## src/rtl/sms_arb_pkg.sv

```systemverilog
// -----------------------------------------------------------------------------
// sms_arb_pkg
// Shared definitions for the two-master sms bank arbiter:
//   - AHB-lite HTRANS / HRESP encodings
//   - master index type
//   - input-stage FSM state enum
//   - hold-register control struct (address is held separately because its
//     width is a parameter of the arbiter)
//   - held_trans(): issue-time htrans for a held transfer
// -----------------------------------------------------------------------------
package sms_arb_pkg;

    localparam logic [1:0] HTRANS_IDLE   = 2'b00;
    localparam logic [1:0] HTRANS_BUSY   = 2'b01;
    localparam logic [1:0] HTRANS_NONSEQ = 2'b10;
    localparam logic [1:0] HTRANS_SEQ    = 2'b11;

    localparam logic [1:0] HRESP_OKAY    = 2'b00;
    localparam logic [1:0] HRESP_ERROR   = 2'b01;

    // Wide enough for the full STARVE_MAX range (1..255).
    localparam int BEAT_CNT_W = 8;

    typedef logic mst_idx_t;
    localparam mst_idx_t MST_0 = 1'b0;
    localparam mst_idx_t MST_1 = 1'b1;

    typedef enum logic [1:0] {
        ST_IDLE = 2'b00,  // no request held, no data phase owned
        ST_WAIT = 2'b01,  // lost arbitration, address phase held, master stalled
        ST_DATA = 2'b10   // owns the bank data phase
    } stage_st_e;

    typedef struct packed {
        logic [1:0] htrans;
        logic       hwrite;
        logic [2:0] hsize;
        logic [3:0] hprot;
    } hold_ctrl_t;

    // A held transfer always reaches the bank after another master's beat,
    // so it can never continue a bank-side burst: a held SEQ goes out as NONSEQ.
    function automatic logic [1:0] held_trans(input logic [1:0] trans);
        return (trans == HTRANS_SEQ) ? HTRANS_NONSEQ : trans;
    endfunction

endpackage : sms_arb_pkg

```

## src/rtl/sms_bank_arb2_in_stage.sv

```systemverilog
// -----------------------------------------------------------------------------
// sms_arb_in_stage
// Per-master input stage: hold register plus IDLE/WAIT/DATA FSM.
//   IDLE : idle response (ready=1, OKAY, rdata=0)
//   WAIT : holds the losing address phase, stalls the master (ready=0)
//   DATA : owns the bank data phase, bank ready/resp/rdata passed through
// Ports:
//   clk_i, rst_i          clock, synchronous active-high reset
//   live_i                master presents a valid address phase this cycle
//   gnt_i                 arbiter grants this master's request this cycle
//   s_hready_resp_i       bank ready (ends the data phase)
//   haddr_i, ctrl_i       live address/control from the master
//   s_hrdata_i, s_hresp_i bank read data / response
//   pending_o             a held request is waiting (state WAIT)
//   held_addr_o/ctrl_o    hold register contents
//   hready_resp_o, hresp_o, hrdata_o   response to the master
// -----------------------------------------------------------------------------
module sms_arb_in_stage
    import sms_arb_pkg::*;
#(
    parameter int ADDR_W = 32
) (
    input  logic              clk_i,
    input  logic              rst_i,
    input  logic              live_i,
    input  logic              gnt_i,
    input  logic              s_hready_resp_i,
    input  logic [ADDR_W-1:0] haddr_i,
    input  hold_ctrl_t        ctrl_i,
    input  logic [31:0]       s_hrdata_i,
    input  logic [1:0]        s_hresp_i,
    output logic              pending_o,
    output logic [ADDR_W-1:0] held_addr_o,
    output hold_ctrl_t        held_ctrl_o,
    output logic              hready_resp_o,
    output logic [1:0]        hresp_o,
    output logic [31:0]       hrdata_o
);

    stage_st_e         state_q, state_d;
    logic              capture;
    logic [ADDR_W-1:0] held_addr_q;
    hold_ctrl_t        held_ctrl_q;

    // A new address phase can be accepted when idle, or in the last cycle of
    // our own data phase (pipelined back-to-back request).
    logic slot_open;
    assign slot_open = (state_q == ST_IDLE) ||
                       ((state_q == ST_DATA) && s_hready_resp_i);

    always_comb begin
        // NOTE: every always_comb output gets a default first so no path
        // leaves it unassigned and no latch is inferred.
        state_d = state_q;
        capture = 1'b0;
        if (state_q == ST_WAIT) begin
            if (gnt_i) state_d = ST_DATA;
        end else if (slot_open) begin
            if (gnt_i) begin
                state_d = ST_DATA;
            end else if (live_i) begin
                state_d = ST_WAIT;
                capture = 1'b1;
            end else begin
                state_d = ST_IDLE;
            end
        end
    end

    always_ff @(posedge clk_i) begin
        // NOTE: sequential state uses non-blocking assignments so every
        // register samples pre-edge values regardless of statement order.
        if (rst_i) state_q <= ST_IDLE;
        else       state_q <= state_d;
    end

    // NOTE: the hold payload is not reset; it is only read while state_q is
    // WAIT, and WAIT is always entered through a capture.
    always_ff @(posedge clk_i) begin
        if (capture) begin
            held_addr_q <= haddr_i;
            held_ctrl_q <= ctrl_i;
        end
    end

    always_comb begin
        hready_resp_o = 1'b1;
        hresp_o       = HRESP_OKAY;
        hrdata_o      = '0;
        unique case (state_q)
            ST_WAIT: hready_resp_o = 1'b0;
            ST_DATA: begin
                hready_resp_o = s_hready_resp_i;
                hresp_o       = s_hresp_i;
                hrdata_o      = s_hrdata_i;
            end
            default: ;
        endcase
    end

    assign pending_o   = (state_q == ST_WAIT);
    assign held_addr_o = held_addr_q;
    assign held_ctrl_o = held_ctrl_q;

endmodule : sms_arb_in_stage

```

## src/rtl/sms_bank_arb2.sv

```systemverilog
// -----------------------------------------------------------------------------
// sms_bank_arb2
// Two-master AHB-lite arbiter in front of one sms SRAM bank slave port.
// m0 = CPU data bus, m1 = DMA. A live winner passes to the bank with no added
// wait; a loser is held in its input stage and stalled. The bank data-phase
// response is routed to the owning master only.
// Parameters:
//   ADDR_W      address width on all ports
//   STARVE_MAX  consecutive beats one master may keep in a SEQ run while the
//               other master is requesting (1..255)
// Configuration macro:
//   SMS_ARB_FIXED_PRIO_EN  defined: ties go to m0; otherwise round-robin.
// Ports:
//   mem_hclk, mem_hrst       clock, synchronous active-high reset
//   mX_h*  (X=0,1)           master AHB-lite address/data inputs and response
//   s_h*                     bank-side AHB-lite address/data and response
//   arb_idle                 nothing pending and no data phase outstanding
// -----------------------------------------------------------------------------
module sms_bank_arb2
    import sms_arb_pkg::*;
#(
    parameter int ADDR_W     = 32,
    parameter int STARVE_MAX = 8
) (
    input  logic              mem_hclk,
    input  logic              mem_hrst,
    // master 0 (CPU)
    input  logic              m0_hsel,
    input  logic [ADDR_W-1:0] m0_haddr,
    input  logic [1:0]        m0_htrans,
    input  logic              m0_hwrite,
    input  logic [2:0]        m0_hsize,
    input  logic [3:0]        m0_hprot,
    input  logic [31:0]       m0_hwdata,
    input  logic              m0_hready,
    output logic [31:0]       m0_hrdata,
    output logic              m0_hready_resp,
    output logic [1:0]        m0_hresp,
    // master 1 (DMA)
    input  logic              m1_hsel,
    input  logic [ADDR_W-1:0] m1_haddr,
    input  logic [1:0]        m1_htrans,
    input  logic              m1_hwrite,
    input  logic [2:0]        m1_hsize,
    input  logic [3:0]        m1_hprot,
    input  logic [31:0]       m1_hwdata,
    input  logic              m1_hready,
    output logic [31:0]       m1_hrdata,
    output logic              m1_hready_resp,
    output logic [1:0]        m1_hresp,
    // bank
    output logic              s_hsel,
    output logic [ADDR_W-1:0] s_haddr,
    output logic [1:0]        s_htrans,
    output logic              s_hwrite,
    output logic [2:0]        s_hsize,
    output logic [3:0]        s_hprot,
    output logic [31:0]       s_hwdata,
    output logic              s_hready,
    input  logic [31:0]       s_hrdata,
    input  logic              s_hready_resp,
    input  logic [1:0]        s_hresp,
    // status
    output logic              arb_idle
);

    // ---------------------------------------------------------------- requests
    logic       live0, live1;
    hold_ctrl_t ctrl0, ctrl1;

    // BUSY/IDLE have htrans[1]=0 and are never treated as requests.
    assign live0 = m0_hsel & m0_htrans[1] & m0_hready;
    assign live1 = m1_hsel & m1_htrans[1] & m1_hready;
    assign ctrl0 = '{htrans: m0_htrans, hwrite: m0_hwrite, hsize: m0_hsize, hprot: m0_hprot};
    assign ctrl1 = '{htrans: m1_htrans, hwrite: m1_hwrite, hsize: m1_hsize, hprot: m1_hprot};

    // ---------------------------------------------------------------- state
    logic                  dp_valid_q,   dp_valid_d;
    mst_idx_t              dp_owner_q,   dp_owner_d;
    mst_idx_t              last_grant_q, last_grant_d;
    logic [BEAT_CNT_W-1:0] beat_cnt_q,   beat_cnt_d;

    // ---------------------------------------------------------------- stages
    logic              pend0, pend1;
    logic [ADDR_W-1:0] held_addr0, held_addr1;
    hold_ctrl_t        held_ctrl0, held_ctrl1;
    logic              gnt_any;
    mst_idx_t          win;
    logic              gnt0, gnt1;

    assign gnt0 = gnt_any && (win == MST_0);
    assign gnt1 = gnt_any && (win == MST_1);

    sms_arb_in_stage #(.ADDR_W(ADDR_W)) u_stage0 (
        .clk_i           (mem_hclk),
        .rst_i           (mem_hrst),
        .live_i          (live0),
        .gnt_i           (gnt0),
        .s_hready_resp_i (s_hready_resp),
        .haddr_i         (m0_haddr),
        .ctrl_i          (ctrl0),
        .s_hrdata_i      (s_hrdata),
        .s_hresp_i       (s_hresp),
        .pending_o       (pend0),
        .held_addr_o     (held_addr0),
        .held_ctrl_o     (held_ctrl0),
        .hready_resp_o   (m0_hready_resp),
        .hresp_o         (m0_hresp),
        .hrdata_o        (m0_hrdata)
    );

    sms_arb_in_stage #(.ADDR_W(ADDR_W)) u_stage1 (
        .clk_i           (mem_hclk),
        .rst_i           (mem_hrst),
        .live_i          (live1),
        .gnt_i           (gnt1),
        .s_hready_resp_i (s_hready_resp),
        .haddr_i         (m1_haddr),
        .ctrl_i          (ctrl1),
        .s_hrdata_i      (s_hrdata),
        .s_hresp_i       (s_hresp),
        .pending_o       (pend1),
        .held_addr_o     (held_addr1),
        .held_ctrl_o     (held_ctrl1),
        .hready_resp_o   (m1_hready_resp),
        .hresp_o         (m1_hresp),
        .hrdata_o        (m1_hrdata)
    );

    // ---------------------------------------------------------------- arbiter
    logic grant_pt;
    logic req0, req1;
    logic owner_seq;
    logic starved;

    // A stage in WAIT already has its request in the hold register; its
    // master is stalled, so the live path is ignored for it.
    assign req0 = pend0 | (live0 & ~pend0);
    assign req1 = pend1 | (live1 & ~pend1);

    assign grant_pt = s_hready_resp | ~dp_valid_q;

    // The last granted master is the burst owner; it keeps the bank while it
    // continues with live SEQ beats, until the starvation limit is reached.
    assign owner_seq = (last_grant_q == MST_0)
                     ? (live0 & ~pend0 & (m0_htrans == HTRANS_SEQ))
                     : (live1 & ~pend1 & (m1_htrans == HTRANS_SEQ));
    assign starved   = (beat_cnt_q >= BEAT_CNT_W'(STARVE_MAX));

    always_comb begin
        gnt_any = 1'b0;
        win     = MST_0;
        if (!mem_hrst && grant_pt) begin
            if (req0 && req1) begin
                gnt_any = 1'b1;
                if (owner_seq && !starved) begin
                    win = last_grant_q;
                end else if (owner_seq) begin
                    win = ~last_grant_q;
                end else begin
`ifdef SMS_ARB_FIXED_PRIO_EN
                    win = MST_0;
`else
                    win = ~last_grant_q;
`endif
                end
            end else if (req0) begin
                gnt_any = 1'b1;
                win     = MST_0;
            end else if (req1) begin
                gnt_any = 1'b1;
                win     = MST_1;
            end
        end
    end

    // ---------------------------------------------------------------- bank address phase
    always_comb begin
        s_hsel   = 1'b0;
        s_haddr  = '0;
        s_htrans = HTRANS_IDLE;
        s_hwrite = 1'b0;
        s_hsize  = '0;
        s_hprot  = '0;
        if (gnt_any) begin
            s_hsel = 1'b1;
            if (win == MST_0) begin
                if (pend0) begin
                    s_haddr  = held_addr0;
                    s_htrans = held_trans(held_ctrl0.htrans);
                    s_hwrite = held_ctrl0.hwrite;
                    s_hsize  = held_ctrl0.hsize;
                    s_hprot  = held_ctrl0.hprot;
                end else begin
                    s_haddr  = m0_haddr;
                    s_htrans = m0_htrans;
                    s_hwrite = m0_hwrite;
                    s_hsize  = m0_hsize;
                    s_hprot  = m0_hprot;
                end
            end else begin
                if (pend1) begin
                    s_haddr  = held_addr1;
                    s_htrans = held_trans(held_ctrl1.htrans);
                    s_hwrite = held_ctrl1.hwrite;
                    s_hsize  = held_ctrl1.hsize;
                    s_hprot  = held_ctrl1.hprot;
                end else begin
                    s_haddr  = m1_haddr;
                    s_htrans = m1_htrans;
                    s_hwrite = m1_hwrite;
                    s_hsize  = m1_hsize;
                    s_hprot  = m1_hprot;
                end
            end
        end
    end

    // Write data belongs to the data phase, so it follows the data-phase owner;
    // a held master is in its own data phase and still drives hwdata.
    assign s_hwdata = (dp_owner_q == MST_1) ? m1_hwdata : m0_hwdata;
    assign s_hready = s_hready_resp;
    assign arb_idle = ~dp_valid_q & ~pend0 & ~pend1;

    // ---------------------------------------------------------------- next state
    always_comb begin
        dp_valid_d   = dp_valid_q;
        dp_owner_d   = dp_owner_q;
        last_grant_d = last_grant_q;
        beat_cnt_d   = beat_cnt_q;
        if (grant_pt) begin
            dp_valid_d = gnt_any;
            if (gnt_any) dp_owner_d = win;
        end
        if (gnt_any) begin
            last_grant_d = win;
            // The granted beat itself opens a new run on NONSEQ or owner change.
            if ((win != last_grant_q) || (s_htrans == HTRANS_NONSEQ)) begin
                beat_cnt_d = BEAT_CNT_W'(1);
            end else if (beat_cnt_q != '1) begin
                beat_cnt_d = beat_cnt_q + BEAT_CNT_W'(1);
            end
        end
    end

    always_ff @(posedge mem_hclk) begin
        if (mem_hrst) begin
            dp_valid_q   <= 1'b0;
            dp_owner_q   <= MST_0;
            last_grant_q <= MST_1;
            beat_cnt_q   <= '0;
        end else begin
            dp_valid_q   <= dp_valid_d;
            dp_owner_q   <= dp_owner_d;
            last_grant_q <= last_grant_d;
            beat_cnt_q   <= beat_cnt_d;
        end
    end

endmodule : sms_bank_arb2

```

## config.mk

```make
export PLATFORM = sky130hd
export DESIGN_NAME = sms_bank_arb2
export DESIGN_NICKNAME = d
export VERILOG_FILES = /design/src/rtl/sms_arb_pkg.sv /design/src/rtl/sms_bank_arb2_in_stage.sv /design/src/rtl/sms_bank_arb2.sv
export SDC_FILE = /design/constraint.sdc
export NUM_CORES = 1
export LEC_CHECK = 0
export ABC_AREA = 1
export ABC_CLOCK_PERIOD_IN_PS = 10750
export CORE_AREA = 2 2 131 133
export DETAILED_ROUTE_END_ITERATION = 10
export DIE_AREA = 0 0 133 135
export PLACE_DENSITY = 0.74
export SLEW_MARGIN = 20
export SYNTH_ARGS = -nofsm -noshare
export SYNTH_HDL_FRONTEND = slang
export SYNTH_SLANG_ARGS = --single-unit
```

## constraint.sdc

```tcl
create_clock -name mem_hclk -period 10.75 [get_ports mem_hclk]
set_input_delay 2.15 -clock mem_hclk [delete_from_list [all_inputs] [get_ports mem_hclk]]
set_output_delay 2.15 -clock mem_hclk [all_outputs]
set_load 0.03 [all_outputs]
```

==> Flow_metrics.wiki <==
{| class="wikitable"
! Metric !! Value
|-
| Run status || complete, no violations
|-
| Pin count of the biggest net entering global routing || 48
|-
| Clock tree from TritonCTS || yes
|-
| LEAKAGE || 3.77 nW
|-
| Post-place setup slack || 2930 ps
|-
| Min-Delay Path Class || reg2reg
|-
| Layout Area Growth over Synthesis || 66.5%
|-
| DR vias/cell || 4.70
|-
| Worst hold path startpoint || dp_owner_q
|-
| DRC errors left || 0
|-
| Sort of element at the end of the critical path || output pin
|-
| Maximum fanout along the worst path || 47
|-
| Initial antenna violation count || 0
|-
| Least setup slack across all paths after layout || 2940 ps
|-
| Clock tree buffer depth || 2
|-
| Largest stage delay on the critical path || 700 ps
|-
| Final core occ || 58.3%
|-
| Max-slew violation count || 0
|-
| CTS buffer count || 9
|-
| Reg clk slew, reported paths || 70 ps
|-
| Hold path cells || 2
|-
| Root cell of the clock tree || clkbuf_16
|-
| Power after layout || 1.10 mW
|-
| Seq/Total Area, Yosys || 49.2%
|-
| Drt first pass iters || 5
|-
| Required arrival time at the worst endpoint || 8600 ps
|-
| CTS hold repair buffers || 0
|-
| Vias after detailed routing || 5802
|-
| Fraction of the cycle the final worst path needs || 72.6%
|-
| Routed Antenna Nets || 0
|-
| Number of standard cells after synthesis || 695
|-
| Main flop type after synthesis || edfxtp_1
|-
| First-pass GRT wire length || 30600 um
|-
| Global routing usage summed across all routing layers || 21.7%
|-
| Minimum hold slack || 471 ps
|-
| Async set or reset register ratio after synthesis || 0%
|-
| Non-filler cells, final || 1234
|-
| Worst slew pin tran || 939 ps
|-
| CP Buf/Inv Count || 6
|-
| Antenna fix cells || 0
|-
| Yosys synthesis warning count || 0
|-
| Floorplan die height || 135 um
|-
| Final number of hold-violating endpoints || 0
|-
| Flop2flop setup slack || 7310 ps
|-
| Post-synthesis area per instance || 8.26 sq um
|-
| Count of cells along the worst register-to-register path || 14
|-
| WP depth || 12
|-
| Remaining max-slew budget at the tightest pin || 37.2%
|-
| Final critical-path required period || 7810 ps
|-
| Unrepaired setup endpoints after global routing || no
|-
| Port buffer count || 335
|-
| Width of the die || 133 um
|-
| Cts repair resizes || 0
|-
| Net count of the mapped netlist || 886
|-
| Post-CTS Repair Setup Buffers || 0
|-
| Number of placed cells counting well taps || 1218
|-
| Placer Congestion || 0.833
|-
| Number of register bits inferred by synthesis || 99
|-
| Sum of negative setup slack || 0 ps
|-
| Number of design-rule violations left by the first detailed-router iteration || 354
|-
| Hold Crit Endpoint || dp_owner_q
|-
| Post-Syn Area || 0.00574 sq mm
|-
| Library cells used by synthesis || 37
|-
| Final design instance area without fill || 0.00956 sq mm
|-
| Number of enable-type register cells in the synthesized netlist || 84
|-
| Standard-cell rows || 47
|-
| Share of post-route cells with drive strength above 1 || 7.50%
|-
| Worst flop-to-flop path endpoint || beat_cnt_q[0]
|-
| Maximum clock rate || 128 MHz
|-
| Total Wirelength || 20100 um
|-
| Power density normalized to cell area || 115 mW/mm^2
|-
| H-tree levels || 3
|-
| Area of the die || 0.0180 sq mm
|-
| Number of setup violations in the final report || 0
|-
| Number of nets at the end of the flow || 1200
|-
| CP Data Arrival Time || 5660 ps
|-
| Cell at the slowest stage of the critical path || clkdlybuf4s50_1
|-
| Worst skew pair latency || 350 ps
|-
| Kind of cell with the highest combined delay on the critical path || buffers and inverters
|-
| Fin Clk Skew || 5.26 ps
|-
| HPWL after DPL || 15100 um
|-
| Maximum Capacitance Violations || 0
|-
| Worst setup path start || mem_hrst
|-
| Std-Cell Core Area || 0.0164 sq mm
|-
| Number of sinks handled by clock tree synthesis || 99
|-
| Number of global-route vias before repair || 5550
|-
| Global-route congestion overflow total || 0
|-
| Starting utilization of the core area || 35.0%
|-
| Classification of the worst setup path || in2out
|-
| Placed Area || 0.00927 sq mm
|-
| Crit Reg-Reg Startpoint || u_stage0.state_q[1]
|-
| Peak supply drop || 0.0000927 V
|-
| Wirelength per Cell || 16.3 um
|-
| Number of I/O pins || 336
|-
| Worst setup SP type || input port
|-
| Ordered list of cells on the worst path || clkdlybuf4s50_1 -> inv_2 -> nand2_1 -> a21oi_2 -> nand2_2 -> buf_4 -> inv_1 -> nor2_2 -> inv_2 -> a21oi_1 -> or2_1 -> clkdlybuf4s50_1
|-
| Total of fill cells in the finished design || 1422
|}
-- report_power, final --
part           total, mW  switching, mW  internal, mW
clock network      0.327          0.146         0.181
logic              0.334          0.178         0.156
registers          0.442        0.00819         0.433
-- state kept, by name, indices dropped and copies added, names as in the netlist --
signal / cells
dp_owner_q: 1
u_stage0.held_ctrl_o: 10
u_stage0.state_q: 2
u_stage1.held_ctrl_o: 10
last_grant_q: 1
u_stage1.state_q: 2
u_stage0.held_addr_o: 32
u_stage1.held_addr_o: 32
dp_valid_q: 1
beat_cnt_q: 8
-- layout by cell type, fill, tap and decap left out, drive strengths merged --
cell	synthesis	layout
clkdlybuf4s50	0	335
nand2	194	194
nor2	99	99
a21oi	90	90
edfxtp	84	84
inv	56	58
or2	40	40
mux2	32	32
nand3	17	17
dfxtp	15	15
clkbuf	31	10
buf	7	6
o21ai	6	6
clkinv	3	5
xor2	5	5
nor3	4	4
a22oi	2	2
o21bai	2	2
a31oi	2	2
ha	2	2
and2	1	1
nand3b	1	1
xnor2	1	1
a211oi	1	1
bufinv	0	1
clkinvlp	0	1
-- cell usage after synthesis (4+ instances only) --
cell type	instances	area (sq um)
edfxtp_1	84	2520
nor3_1	4	20.0
inv_2	6	22.5
nand2_2	4	25.0
buf_2	5	25.0
or2_1	39	244
inv_1	50	188
dfxtp_1	15	300
xor2_1	4	35.0
nand3_1	13	65.1
nand2_1	188	706
nor2_1	96	360
mux2_2	32	360
clkbuf_1	31	116
a21oi_1	89	445
-- worst max-delay path by stage --
stage          slack (ps)                   to
2_1_floorplan        4430  u_stage0.state_q[0]
5_1_grt              2670          s_haddr[12]
6_report             2940          s_haddr[12]
3_3_place_gp         2990          s_haddr[12]
4_1_cts              2910          s_haddr[12]
3_5_place_dp         2930          s_haddr[12]
-- cell type report --
cell class              instances  area, sq um  share of cell area (%)
repair buffers                341         3400                    35.5
flip-flops and latches         99         2820                    29.5
multi-input cells             499         2550                    26.7
well taps                     220          275                    2.88
clock buffers                  10          229                    2.39
inverters                      59          221                    2.32
clock inverters                 6         62.6                   0.654
-- per-layer routing --
layer / global-route usage (%) / wire length, um
met1: 27.8 / 8490
met2: 37.1 / 10000
met3: 3.98 / 1210
met4: 7.11 / 396
met5: 0 / 0
-- logic make-up (layout without fill, tap and decap cells) --
logic type	after synthesis	count (layout)	share of synthesized area (%)
and+or+nand+nor	356	356	27.0
AOI/OAI and AO/OA	103	103	9.30
DFF	99	99	49.2
buffers and inverters	97	416	6.64
muxes	32	32	6.27
xor gates and xnor gates	6	6	1.24
adders and majority gates	2	2	0.436
-- tightest hold or removal path, stage by stage (launching register included) --
cell and delay, ps:
dfxtp_1 310, nand2_1 60, a21oi_1 60
Power figures use the tool's default switching activity.
